--- src/rtl/gray_seq_ctrl.sv ---
// gray_seq_ctrl: single-clock prescaled Gray-code sequencer with
// run/stop, finite-length runs with done pulse, and single steps.
//
// Ports:
//   clk   system clock, rising edge
//   res   asynchronous active-low reset
//   start begin a run from IDLE (latches div/len)
//   stop  abort a run, back to IDLE
//   step  single advance request from IDLE
//   div   tick period minus 1
//   len   advances per run, 0 = free-run
//   dir   0 = up, 1 = down (only with GRAY_SEQ_CTRL_DIR_EN)
//   bin   registered binary count
//   gray  registered Gray code of bin
//   tick  strobe in the cycle a new count appears
//   busy  high in RUN and STEP
//   done  pulse when a finite-length run completes
//
// Optional feature macro: GRAY_SEQ_CTRL_DIR_EN (down counting).

module gray_seq_ctrl #(
  parameter int WIDTH = 2,
  parameter int DIV_W = 20,
  parameter int CNT_W = 8
) (
  input  logic             clk,
  input  logic             res,
  input  logic             start,
  input  logic             stop,
  input  logic             step,
  input  logic [DIV_W-1:0] div,
  input  logic [CNT_W-1:0] len,
  input  logic             dir,
  output logic [WIDTH-1:0] bin,
  output logic [WIDTH-1:0] gray,
  output logic             tick,
  output logic             busy,
  output logic             done
);

  typedef enum logic [1:0] {
    IDLE = 2'd0,
    RUN  = 2'd1,
    STEP = 2'd2
  } state_e;

  state_e           state_q;
  logic [DIV_W-1:0] presc_q;
  logic [CNT_W-1:0] cnt_q;
  logic [DIV_W-1:0] div_q;
  logic [CNT_W-1:0] len_q;

  logic [WIDTH-1:0] bin_d;
  logic [WIDTH-1:0] gray_d;
  logic [CNT_W-1:0] cnt_d;
  logic             presc_hit;
  logic             last_adv;

`ifdef GRAY_SEQ_CTRL_DIR_EN
  always_comb begin
    bin_d = bin + WIDTH'(1);
    if (dir) begin
      bin_d = bin - WIDTH'(1);
    end
  end
`else
  logic unused_dir;
  assign unused_dir = dir;

  always_comb begin
    bin_d = bin + WIDTH'(1);
  end
`endif

  // Gray value is derived from the next binary value so both
  // registers load on the same edge and never disagree.
  assign gray_d    = bin_d ^ (bin_d >> 1);
  assign cnt_d     = cnt_q + CNT_W'(1);
  assign presc_hit = (presc_q == div_q);
  assign last_adv  = (len_q != '0) && (cnt_d == len_q);

  always_ff @(posedge clk or negedge res) begin
    if (!res) begin
      state_q <= IDLE;
      presc_q <= '0;
      cnt_q   <= '0;
      div_q   <= '0;
      len_q   <= '0;
      bin     <= '0;
      gray    <= '0;
      tick    <= 1'b0;
      busy    <= 1'b0;
      done    <= 1'b0;
    end else begin
      tick <= 1'b0;
      done <= 1'b0;
      unique case (state_q)
        IDLE: begin
          if (start) begin
            state_q <= RUN;
            div_q   <= div;
            len_q   <= len;
            presc_q <= '0;
            cnt_q   <= '0;
            busy    <= 1'b1;
          end else if (step) begin
            state_q <= STEP;
            busy    <= 1'b1;
          end
        end
        RUN: begin
          // stop wins over a coincident advance
          if (stop) begin
            state_q <= IDLE;
            busy    <= 1'b0;
          end else if (presc_hit) begin
            presc_q <= '0;
            cnt_q   <= cnt_d;
            bin     <= bin_d;
            gray    <= gray_d;
            tick    <= 1'b1;
            if (last_adv) begin
              state_q <= IDLE;
              busy    <= 1'b0;
              done    <= 1'b1;
            end
          end else begin
            presc_q <= presc_q + DIV_W'(1);
          end
        end
        STEP: begin
          bin     <= bin_d;
          gray    <= gray_d;
          tick    <= 1'b1;
          busy    <= 1'b0;
          state_q <= IDLE;
        end
        default: begin
          state_q <= IDLE;
          busy    <= 1'b0;
        end
      endcase
    end
  end

endmodule

--- config.mk ---
export PLATFORM = sky130hd
export DESIGN_NAME = gray_seq_ctrl
export DESIGN_NICKNAME = d
export VERILOG_FILES = /design/src/rtl/gray_seq_ctrl.sv
export SDC_FILE = /design/constraint.sdc
export NUM_CORES = 1
export LEC_CHECK = 0
export CORE_MARGIN = 5
export CORE_UTILIZATION = 55
export CTS_BUF_LIST = sky130_fd_sc_hd__clkbuf_4
export CTS_CLUSTER_SIZE = 10
export DETAILED_ROUTE_END_ITERATION = 10
export PLACE_DENSITY = 0.79
export SLEW_MARGIN = 40
export SYNTH_ARGS = -nofsm -noshare
export SYNTH_HDL_FRONTEND = slang
export SYNTH_SLANG_ARGS = --single-unit
--- constraint.sdc ---
create_clock -name clk -period 2.35 [get_ports clk]
set_input_delay 0.47 -clock clk [delete_from_list [all_inputs] [get_ports clk]]
set_output_delay 0.47 -clock clk [all_outputs]
set_load 0.05 [all_outputs]
==> metrics.yaml <==
cts.path.max_buffers: 2
floorplan.rows: 28
nNetsFinal: 416
synth_warn: 0
num_vias: 2582
wl_per_cell_um: 15.67
result_of_the_run: "finished, final reports clean"
hpwlAfterDp_um: 5167
final.setup.worst_slack_ns: 0.2189
synth-edff-count: 0
synthCells: 319
clk_pin_slew_ns: 0.11
cts_buffers: 9
tritoncts: "built"
layout.cells.most_common: "dfrtp_1"
final_antenna_net_count: 0
maxSlewViolCount: 0
post-synth-top-area-cell: "dfrtp_1"
final-hold-violation-count: 0
worst_hold_slack_ns: 0.05779
flow.area_growth_from_synthesis_pct: 20.78
timing.final.crit_period_ns: 2.131
design_power_total_mw: 4.594
p_leak_nw: 1.822
layout-drive-gt1-share_pct: 20.94
ctsHtreeMaxLevel: 3
max-vdd-ir-drop_mv: 0.6983
initial_cell_density_of_the_core_pct: 57.35
number_of_input_and_output_port_buffers_inserted: 39
worst-endpoint-arrival_ns: 2.41
finalCritPeriodShare_pct: 90.69
grt_use_total_pct: 20.21
n_antenna_cell: 0
post_drt_via_cell_ratio: 5.650
insertion_delay_ns: 0.40
grt_overflow: 0
floorplan.core_area_um2: 6026
antenna_found_initial: 0
drt_pass1_iterations: 4
drtIter0Drc: 144
seq_area_frac_synth_pct: 46.34
crit_path_start_kind: "register"
cap_viol_max_count: 0
mappedNetlistArea_um2: 3456
drc: 0
post_synthesis_cell_type_count: 55
avgSynthCellArea_um2: 10.83
synthArstFlopShare_pct: 100.0
min_path_type: "in2async"
die-area_um2: 7968
critical_path_peak_fanout: 6
cts_num_sinks: 64
timing.setup.critical_path_class: "reg2reg"
cp.required_ns: 2.63
crit_path_end_kind: "register"
grt_first_pass_wirelength_um: 12230
p_per_area_nw_per_um2: 1101
tightest_slew_ns: 0.4971
synthDominantCellAreaShare_pct: 46.34
ioPinCount: 41
ys_seq_elements: 64
synthesis.nets: 358
place_congestion: 0.8805
final_core_util_pct: 69.27
layout_common_cells: "64 x dfrtp_1, 38 x clkdlybuf4s50_1, 35 x xor2_1"
root_buffer: "clkbuf_4"
die_x_um: 89.27
final-setup-viol-count: 0
max_clock_freq_ghz: 0.4692
detailedPlace.worstSlack_ns: 0.07588
via_count_of_the_first_global_routing_pass: 2570
grt_setup_unrepaired: "no"
top_area_cells_in_the_synthesized_netlist: "dfrtp_1 46%, mux2_2 9.4%, xor2_1 8.9%"
pin_count_of_the_biggest_net_entering_global_routing: 65
die_height_um: 89.27
dominant_register_cell_in_the_synthesized_netlist: "dfrtp_1"
slew_margin_rel_pct: 66.76
clock-skew-final_ns: 0.01838
total_routed_length_um: 7163
fill_cells: 462
final.setup.tns_ns: 0
Yosys cell counts (2+ instances only):
master	count
o21ai_0	7
o2111ai_1	2
xnor2_1	9
buf_2	3
xor2_1	35
o2bb2ai_1	6
clkbuf_1	3
nand3_1	9
a31oi_1	7
nor2_1	33
mux2_2	29
inv_1	9
buf_4	2
a22o_1	2
a21oi_1	5
nand4_1	7
ha_1	5
nand2_1	20
and4_1	3
nor4_2	2
nor4_1	3
o21a_1	2
nor3_1	5
nand2b_1	4
and2_1	5
o21ai_1	3
a211o_1	2
dfrtp_1	64
nor2b_1	4
a2bb2oi_1	2
nor4_4	3
final cells by class:
cell class	instances	area, um^2	share of cell area (%)
flip-flops and latches	64	1602	38.37
clock inverters	6	60.06	1.439
clock buffers	10	75.07	1.799
well taps	75	93.84	2.248
repair buffers	57	545.5	13.07
inverters	9	33.78	0.8094
multi-input cells	236	1764	42.27
power breakdown:
| group | internal, mW | total [mW] | switching, mW |
|---|---|---|---|
| clock | 0.331 | 0.736 | 0.405 |
| combinational | 0.991 | 2.11 | 1.12 |
| sequential | 1.44 | 1.75 | 0.308 |
| total | 2.77 | 4.59 | 1.83 |
routing by layer:
| metal | GRT usage, % | share of wire (%) | routed length, um | up-vias |
|---|---|---|---|---|
| met3 | 3.871 | 5.0 | 358 | 16 |
| met1 | 27.56 | 45 | 3224 | 1274 |
| met4 | 8.525 | 2.0 | 145 | 0 |
| met5 | 0 | 0 | 0 | - |
| met2 | 31.61 | 48 | 3434 | 55 |
| li1 | - | - | - | 1237 |
cell families after synthesis:
logic type,synth area share [%]
simple gates,18.32
flops,46.34
compound gates,9.559
xor+xnor,11.62
mux,9.739
buf+inv,2.606
fa+ha+maj,1.810
worst max-delay path, cell delays in order (launching register included):
cell,delay (ns)
dfrtp_1,0.49
xor2_1,0.17
nor4_1,0.31
nand2_1,0.26
nor4_4,0.41
a31oi_1,0.18
a2bb2oi_1,0.17
worst paths after layout:
kind / slack (ns) / cells after the start / endpoint / start
worst max-delay path: 0.22 / 6 / busy / presc_q[2]
worst min-delay path: 0.06 / 2 / state_q[1] / res
worst max register to register: 0.22 / 6 / busy / presc_q[2]
worst min register to register: 0.51 / 1 / bin[0] / bin[0]
max in group asynchronous: 2.01 / 2 / len_q[1] / res
min in group clk: 0.51 / 1 / bin[0] / bin[0]
metrics by stage:
stage / instances / instance area (um^2)
floorplan: 319 / 3456
global placement: 437 / 3996
detailed placement: 437 / 3996
CTS: 453 / 4131
global route: 457 / 4174
finish: 457 / 4174
timing repair:
action | in CTS | in global routing
endpoints found under the setup margin | 0 | 8
resized for setup | 0 | 0
hold endpoints to repair | 0 | 0
hold buffers | 0 | 0
setup buffers | 0 | 4
state kept, by name (all words and copies together) (netlist names):
name     flops
bin          2
busy         1
cnt_q        8
div_q       20
done         1
gray         1
len_q        8
presc_q     20
state_q      2
tick         1
(Power assumes the default switching activity.)
